**config.mk**
```make
export PLATFORM = sky130hd
export DESIGN_NAME = wb_regfile_flat
export DESIGN_NICKNAME = d
export VERILOG_FILES = /design/src/rtl/wb_regfile_if.sv /design/src/rtl/wb_regfile.sv /design/src/flat_wrapper.sv
export SDC_FILE = /design/constraint.sdc
export NUM_CORES = 2
export LEC_CHECK = 0
export CAP_MARGIN = 20
export CORE_MARGIN = 5
export CORE_UTILIZATION = 45
export DETAILED_ROUTE_END_ITERATION = 10
export GPL_TIMING_DRIVEN = 0
export HOLD_SLACK_MARGIN = 0.05
export PLACE_DENSITY = 0.59
export SYNTH_ARGS = -nofsm -noshare
export SYNTH_HDL_FRONTEND = slang
export SYNTH_SLANG_ARGS = --single-unit
```
**constraint.sdc**
```tcl
create_clock -name clk -period 3.51 [get_ports clk]
set_clock_uncertainty 0.15 [all_clocks]
set_input_delay 0.5265 -clock clk [delete_from_list [all_inputs] [get_ports clk]]
set_output_delay 0.5265 -clock clk [all_outputs]
set_load 0.05 [all_outputs]
```
**src/rtl/wb_regfile_if.sv**
```systemverilog
// MEM/WB writeback and ID read-port bundle for wb_regfile.
// master drives MEM/WB fields and read indices; slave is the register file.
interface wb_regfile_if;
    logic        wb_reg_write;
    logic        wb_mem_reg;
    logic [31:0] wb_read_data_mem;
    logic [31:0] wb_alu_result;
    logic [4:0]  wb_write_reg;
    logic [4:0]  rd_addr1;
    logic [4:0]  rd_addr2;
    logic [31:0] rd_data1;
    logic [31:0] rd_data2;
    logic [31:0] wb_data;
    logic        wb_we;

    modport master (
        output wb_reg_write, wb_mem_reg, wb_read_data_mem, wb_alu_result, wb_write_reg,
        output rd_addr1, rd_addr2,
        input  rd_data1, rd_data2, wb_data, wb_we
    );

    modport slave (
        input  wb_reg_write, wb_mem_reg, wb_read_data_mem, wb_alu_result, wb_write_reg,
        input  rd_addr1, rd_addr2,
        output rd_data1, rd_data2, wb_data, wb_we
    );
endinterface

```
**src/rtl/wb_regfile.sv**
```systemverilog
// Writeback mux and 32x32 architectural register file with two combinational read ports.
// Define WB_BYPASS_EN for a write-first WB->ID bypass; default build has no bypass.
module wb_regfile (
    input  logic         clk,
    input  logic         rst,
    wb_regfile_if.slave  bus
);
    logic [31:0] regs_q [32];
    logic [31:0] wb_data;
    logic        wb_we;

    always_comb begin
        wb_data = bus.wb_mem_reg ? bus.wb_read_data_mem : bus.wb_alu_result;
        wb_we   = bus.wb_reg_write && (bus.wb_write_reg != 5'd0);
    end

    assign bus.wb_data = wb_data;
    assign bus.wb_we   = wb_we;

    // Reset clears every entry in one edge and takes priority over a pending write.
    always_ff @(posedge clk) begin
        if (rst) begin
            for (int i = 0; i < 32; i++) begin
                regs_q[i] <= 32'h0;
            end
        end else if (wb_we) begin
            regs_q[bus.wb_write_reg] <= wb_data;
        end
    end

    always_comb begin
        bus.rd_data1 = regs_q[bus.rd_addr1];
        bus.rd_data2 = regs_q[bus.rd_addr2];
`ifdef WB_BYPASS_EN
        if (!rst && wb_we && (bus.rd_addr1 == bus.wb_write_reg)) begin
            bus.rd_data1 = wb_data;
        end
        if (!rst && wb_we && (bus.rd_addr2 == bus.wb_write_reg)) begin
            bus.rd_data2 = wb_data;
        end
`endif
        // $0 reads as zero regardless of storage or bypass.
        if (bus.rd_addr1 == 5'd0) begin
            bus.rd_data1 = 32'h0;
        end
        if (bus.rd_addr2 == 5'd0) begin
            bus.rd_data2 = 32'h0;
        end
    end
endmodule

```
**src/flat_wrapper.sv**
```systemverilog
// flat-port wrapper written by rule: the top's interface ports become plain ports
module wb_regfile_flat 
  (clk, rst, bus_wb_reg_write, bus_wb_mem_reg, bus_wb_read_data_mem, bus_wb_alu_result, bus_wb_write_reg, bus_rd_addr1, bus_rd_addr2, bus_rd_data1, bus_rd_data2, bus_wb_data, bus_wb_we);
  wb_regfile_if bus_i ();
  input  logic clk;
  input  logic rst;
  input wire logic [$bits(bus_i.wb_reg_write)-1:0] bus_wb_reg_write;
  input wire logic [$bits(bus_i.wb_mem_reg)-1:0] bus_wb_mem_reg;
  input wire logic [$bits(bus_i.wb_read_data_mem)-1:0] bus_wb_read_data_mem;
  input wire logic [$bits(bus_i.wb_alu_result)-1:0] bus_wb_alu_result;
  input wire logic [$bits(bus_i.wb_write_reg)-1:0] bus_wb_write_reg;
  input wire logic [$bits(bus_i.rd_addr1)-1:0] bus_rd_addr1;
  input wire logic [$bits(bus_i.rd_addr2)-1:0] bus_rd_addr2;
  output wire logic [$bits(bus_i.rd_data1)-1:0] bus_rd_data1;
  output wire logic [$bits(bus_i.rd_data2)-1:0] bus_rd_data2;
  output wire logic [$bits(bus_i.wb_data)-1:0] bus_wb_data;
  output wire logic [$bits(bus_i.wb_we)-1:0] bus_wb_we;
  assign bus_i.wb_reg_write = bus_wb_reg_write;
  assign bus_i.wb_mem_reg = bus_wb_mem_reg;
  assign bus_i.wb_read_data_mem = bus_wb_read_data_mem;
  assign bus_i.wb_alu_result = bus_wb_alu_result;
  assign bus_i.wb_write_reg = bus_wb_write_reg;
  assign bus_i.rd_addr1 = bus_rd_addr1;
  assign bus_i.rd_addr2 = bus_rd_addr2;
  assign bus_rd_data1 = bus_i.rd_data1;
  assign bus_rd_data2 = bus_i.rd_data2;
  assign bus_wb_data = bus_i.wb_data;
  assign bus_wb_we = bus_i.wb_we;
  wb_regfile u_core (.clk(clk), .rst(rst), .bus(bus_i));
endmodule
```
# After elaboration in Yosys (flattened, before gate mapping)
# Memory sizes are Yosys's and may differ from the RTL's.
# Index checks and enable logic that the tools add are counted.
[word_totals] register_bits=0 ram_bits=1024 input_bits=83 output_inout_bits=97 wordCells=17 memories=1
[memory_table] name="u_core.regs_q" words=32 word_bits=32 read_ports=2 rd_clocked_by_memory_dff=0 wr=32 line_no="wb_regfile.sv:8" rtl="logic [31:0] regs_q [32];"
[op_classes] n_mux=11 n_reduce_logical=5
[ops] op="$mux 32" count=4
[ops] op="$reduce_or 32->1" count=1
[ops] op="$logic_not 5->1" count=2
[ops] op="$mux 1" count=6
[ops] op="$mux 5" count=1
[ops] op="$reduce_bool 5->1" count=1
[ops] op="$logic_and 1x1->1" count=1

# Longest topological paths before layout
[logic_depth] ltp_word=7 mapped_depth=7 depth_no_buf=4

# Worst setup path after synthesis
# No wires, ideal clock.
[synth_timing] path_kind="input -> output" from="in bus_rd_addr2[0]" to="out bus_rd_data2[22]" arrival_time_ps=2813 t_required_ps=2833 path_slack_ps=21 stages=7 path_buffers=3 path_cell_list="buf_4 -> buf_6 -> and2b_4 -> buf_6 -> a221oi_1 -> o21ai_0 -> a311oi_1"
[synth_via] elab_chain_len=2 word_cells_on_any_way=3 cone_classes="mux (1); reduce/logical (1); memory (1)"
[synth_rtl] item="start: declaration" line_no="flat_wrapper.sv:13" rtl="input wire logic [$bits(bus_i.rd_addr2)-1:0] bus_rd_addr2;"
[synth_rtl] item="$mem_v2 32x32 / $logic_not 5->1 (equally long branches)"
[synth_rtl] item="$mux 32 (*)" line_no="wb_regfile.sv:46" rtl="if (bus.rd_addr2 == 5'd0) begin"
[synth_rtl] item="end: declaration" line_no="flat_wrapper.sv:15" rtl="output wire logic [$bits(bus_i.rd_data2)-1:0] bus_rd_data2;"
# Every way passes the cells marked *; elsewhere a longest branch is shown, timed or not.

# Final worst setup path
[layout_timing] from="in bus_rd_addr1[2]" to="out bus_rd_data1[19]"
[layout_via] elab_chain_len=2 word_cells_on_any_way=3 cone_classes="mux (1); reduce/logical (1); memory (1)"
[layout_rtl] item="start: declaration" line_no="flat_wrapper.sv:12" rtl="input wire logic [$bits(bus_i.rd_addr1)-1:0] bus_rd_addr1;"
[layout_rtl] item="$mem_v2 32x32 / $logic_not 5->1 (equally long branches)"
[layout_rtl] item="$mux 32 (*)" line_no="wb_regfile.sv:43" rtl="if (bus.rd_addr1 == 5'd0) begin"
[layout_rtl] item="end: declaration" line_no="flat_wrapper.sv:14" rtl="output wire logic [$bits(bus_i.rd_data1)-1:0] bus_rd_data1;"
# Marked as above.

==> flow_results.org <==
** Logic synthesis
- Synthesis produced 3,686 cells.
- Leading cell types by total area after synthesis :: sky130_fd_sc_hd__edfxtp_1 (58%), sky130_fd_sc_hd__mux4_2 (18%), sky130_fd_sc_hd__nor2_1 (7.1%)
- Avg Inst Size Synth :: 14.4 um^2
- Number of warnings printed during yosys synthesis :: 0
- Sequential fraction of the synthesis area :: 0.581
- Register bit total from synthesis :: 1,024
- Of the post-synthesis cell area, the dominant cell type holds 0.581.
- The synthesized design spends more area on one cell type than any other, namely sky130_fd_sc_hd__edfxtp_1.
- Summing every instance area after synthesis gives 0.0530 mm^2.
- In this run, distinct cell masters in the synthesized netlist total 44.

** Routing
- Dividing the detail-routed via count by the number of cells gives 6.71.
- Number of nets with antenna violations after routing :: 0
- Dividing the detail-routed wire length by the instance count gives 37.7 um.
- Total Wirelength :: 213 mm
- In the routed design, unresolved DRC markers number 0.
- Total number of vias :: 38,000
- The detailed router finished its first iteration with 6,294 violations.
- The first TritonRoute pass finished after 6 iterations.

** Final layout
- Largest reg by FF count :: u_core.regs_q
- Area Overhead vs Synth :: 18.6%
- At the end of the flow, the number of nets in the layout was 4,128.
- Fraction of final layout cells sized beyond drive strength 1 :: 0.292
- Final core area utilization :: 0.539
- Largest registers in the final layout :: u_core.regs_q x1024
- Post-route design area :: 0.0628 mm^2
- The finished layout holds 5,668 standard cells, fillers aside.
- Number of flip-flops in the largest register :: 1,024

** Worst setup path
- The worst setup path is launched from a primary input.
- For this design, the slowest cell found on the critical path is sky130_fd_sc_hd__a22oi_1.
- On the worst path, the slowest cell contributes a delay of 0.47 ns.
- In this design, the largest share of critical-path delay is due to buffers and inverters.
- At the worst endpoint, the required time is 2.83 ns.
- Maximum fanout count along the critical path :: 10
- The critical path is of the primary input to output port type.
- Data arrives at the worst endpoint at 2.98 ns.
- Crit path buf inv count :: 4
- STA classifies the critical path endpoint as an output port.
- Traced cell by cell, the critical path runs through buf_4, buf_4, buf_4, mux4_2, a22oi_1, a311oi_2, buf_4.
- By instance count, the cell type seen most on the critical path is sky130_fd_sc_hd__buf_4.

** STA
- In the final timing run, aggregate negative setup slack is -0.968 ns.
- Setup slack on the critical path of the routed design comes to -0.151 ns.
- Derived from the worst setup path, the maximum achievable clock frequency is 273 MHz.
- Counting I/O delays and the setup requirement, the final critical path takes 3.66 ns.
- Max_slew headroom :: 0.227
- For the pin with the worst max-slew slack, the measured transition is 1.16 ns.
- The final-report hold violation count was 0.
- Ratio of final minimum period to clock period :: 1.04
- Setup violations remaining at the end of the flow were counted as 24.
- Setup repair after global routing could not meet its margin everywhere.
- The max-slew violation total from the final report came to 0.

** Pwr
- Switching pwr :: 0.00879 W
- The share of total power dissipated in sequential elements is 0.459.
- Switching power as a share of total power :: 0.279
- Cell internal power was estimated by the tool at 0.0227 W.
- For this design the ratio of total power to cell area is 502 mW/mm^2.
- The share of total power dissipated in combinational logic is 0.168.
- IR analysis of the VDD net gives a maximum drop of 0.400 mV.
- Clock network power share :: 0.373
- Static Leakage :: 21.8 nW

** Floorplanning
- Row generation in the floorplan step produced 125 rows.
- Die Span Y :: 353 um
- The total area inside the core boundary comes to 0.117 mm^2.
- For this configuration, the core starts out at a cell density of 0.455.
- Horizontal extent of the die :: 353 um
- 180 I/O pins were placed.
- The die covers 0.125 mm^2.

** Clocking
- CTS tree :: yes
- Clock slew at the register clock pins of the worst setup and hold paths :: 0.06 ns
- Cts bufs inserted :: 113
- Buffers from clock root to sink, at most :: 3
- Root buf cell :: sky130_fd_sc_hd__clkbuf_16
- For this design, the sink count on the clock tree is 1,024.
- The H-tree generated during clock tree synthesis spans 3 levels.

** Place
- Input and output buffers added on the ports amount to 170.
- The congestion estimate from routability-driven global placement came to 0.992.
- Detailed-placement wirelength estimate :: 154 mm
- Before CTS, the worst setup slack after placement is -2.03 ns.
- Once placement finished, the instance area stood at 0.0575 mm^2.
- After detailed placement, the design holds a cell count of 5,446.

** Global routing
- Wire length of the first global-routing pass :: 291 mm
- The number of antenna violations at the first check in global routing came to 3.
- Global route total overflow :: 0
- Across every metal layer, demand over resource in global routing totals 0.336.
- Via count of the first global-routing pass :: 37,100
- Largest net degree at the start of global routing :: 27

** Run status
- The flow ran to the end, but the final reports show violations.
- Violated checks :: negative setup slack

** Flow run
- Across the run, the number of max-cap violations was 0.

** Worst hold path
- The tightest min-delay check is of the primary input to register type.
cell type report:
cell class	count	area, um^2
Multi-Input combinational cell	2255	21600
Clock inverter	72	574
Inverter	34	128
Timing Repair Buffer	225	2510
Fill cell	9587	53700
Buffer	392	2410
Antenna cell	2	5.00
Sequential cell	1024	30700
Clock buffer	140	2990
Tap cell	1524	1910
layer usage:
metal  wire, um  vias to the layer above  part of all wire  track usage
li1           -                    14900                 -            -
met1      77700                    19400              0.36        0.450
met2      92600                     3098              0.43        0.497
met3      27600                      574              0.13       0.0975
met4      15600                        0             0.073        0.188
met5          0                        -                 0            0
repair_timing:
item,CTS,global route
cloned,0,0
endpoints found under the setup margin,103,61
gates resized for setup,727,82
pin swaps,34,17
hold buffers,0,0
buffers inserted,7,12
layout by cell type, fill, tap and decap left out, drive strengths merged, types with 32 or more instances in the layout:
master,netlist,routed
clkinv,0,59
nor2b,61,61
conb,1,32
o21ai,112,112
nand2b,33,33
buf,156,261
a211oi,64,64
a22oi,64,64
a221oi,48,48
edfxtp,1024,1024
a311oi,64,64
mux4,448,448
nand2,64,64
clkdlybuf4s50,0,97
nor2,1000,1000
mux2i,160,160
mux2,64,64
clkbuf,244,383
inv,34,35
worst paths after layout:
kind	cells after the start	to	from	slack, ns
min	3	u_core.regs_q[4][28]	bus_wb_mem_reg	0.42
max	7	bus_rd_data1[19]	bus_rd_addr1[2]	-0.15
logic make-up (layout without fill, tap and decap cells):
logic type / after synthesis / count (layout) / share of synthesized area
AO/OA/AOI/OAI: 369 / 369 / 0.0500
other: 1 / 34 / 0.0000708
multiplexers: 672 / 672 / 0.236
AND/OR/NAND/NOR: 1182 / 1182 / 0.0903
buffers and inverters: 438 / 863 / 0.0433
flip-flops: 1024 / 1024 / 0.581
stage by stage:
step | hold WS (ns) | power [W]
global route | 0.453 | 0.0321
CTS | 0.394 | 0.0313
global placement | 1.19 | 0.0194
finish | 0.424 | 0.0315
floorplan | 0.673 | 0.0174
detailed placement | 1.20 | 0.0196
power by group through the flow:
stage                     registers, W  logic [W]  clock network [W]
after detailed placement        0.0147    0.00486                  0
after global placement          0.0147    0.00474                  0
after CTS                       0.0145    0.00511             0.0117
final                           0.0145    0.00531             0.0118
after global routing            0.0145    0.00539             0.0122
after floorplan                 0.0146    0.00286                  0
Yosys cell counts:
cell type                        number
sky130_fd_sc_hd__a211oi_1            64
sky130_fd_sc_hd__a21boi_0             1
sky130_fd_sc_hd__a221oi_1            48
sky130_fd_sc_hd__a22oi_1             64
sky130_fd_sc_hd__a311oi_1            64
sky130_fd_sc_hd__and2_1               2
sky130_fd_sc_hd__and2b_1              5
sky130_fd_sc_hd__and2b_4              2
sky130_fd_sc_hd__and3_1               1
sky130_fd_sc_hd__and3b_1              2
sky130_fd_sc_hd__and4b_1              1
sky130_fd_sc_hd__buf_1                2
sky130_fd_sc_hd__buf_12               3
sky130_fd_sc_hd__buf_2               69
sky130_fd_sc_hd__buf_4               35
sky130_fd_sc_hd__buf_6               47
sky130_fd_sc_hd__clkbuf_1           242
sky130_fd_sc_hd__clkbuf_2             1
sky130_fd_sc_hd__clkbuf_4             1
sky130_fd_sc_hd__conb_1               1
sky130_fd_sc_hd__dlygate4sd1_1        2
sky130_fd_sc_hd__dlygate4sd3_1        1
sky130_fd_sc_hd__dlymetal6s2s_1       1
sky130_fd_sc_hd__edfxtp_1          1024
sky130_fd_sc_hd__inv_1               32
sky130_fd_sc_hd__inv_2                2
sky130_fd_sc_hd__mux2_2              64
sky130_fd_sc_hd__mux2i_1            160
sky130_fd_sc_hd__mux4_1              17
sky130_fd_sc_hd__mux4_2             428
sky130_fd_sc_hd__mux4_4               3
sky130_fd_sc_hd__nand2_1             64
sky130_fd_sc_hd__nand2b_1            33
sky130_fd_sc_hd__nor2_1            1000
sky130_fd_sc_hd__nor2b_1             61
sky130_fd_sc_hd__nor3_1               1
sky130_fd_sc_hd__nor3b_1              3
sky130_fd_sc_hd__nor4b_2              1
sky130_fd_sc_hd__nor4bb_1             2
sky130_fd_sc_hd__o2111ai_1           16
sky130_fd_sc_hd__o21ai_0             17
sky130_fd_sc_hd__o21ai_1             95
sky130_fd_sc_hd__or2_1                2
sky130_fd_sc_hd__or4_4                2
worst min-delay path, delay by kind of cell:
kind,cells,cell delay (ns)
and+or+nand+nor,1,0.12
muxes,1,0.26
buffers and inverters,1,0.25
No activity file was read; power rests on OpenSTA's default activity.
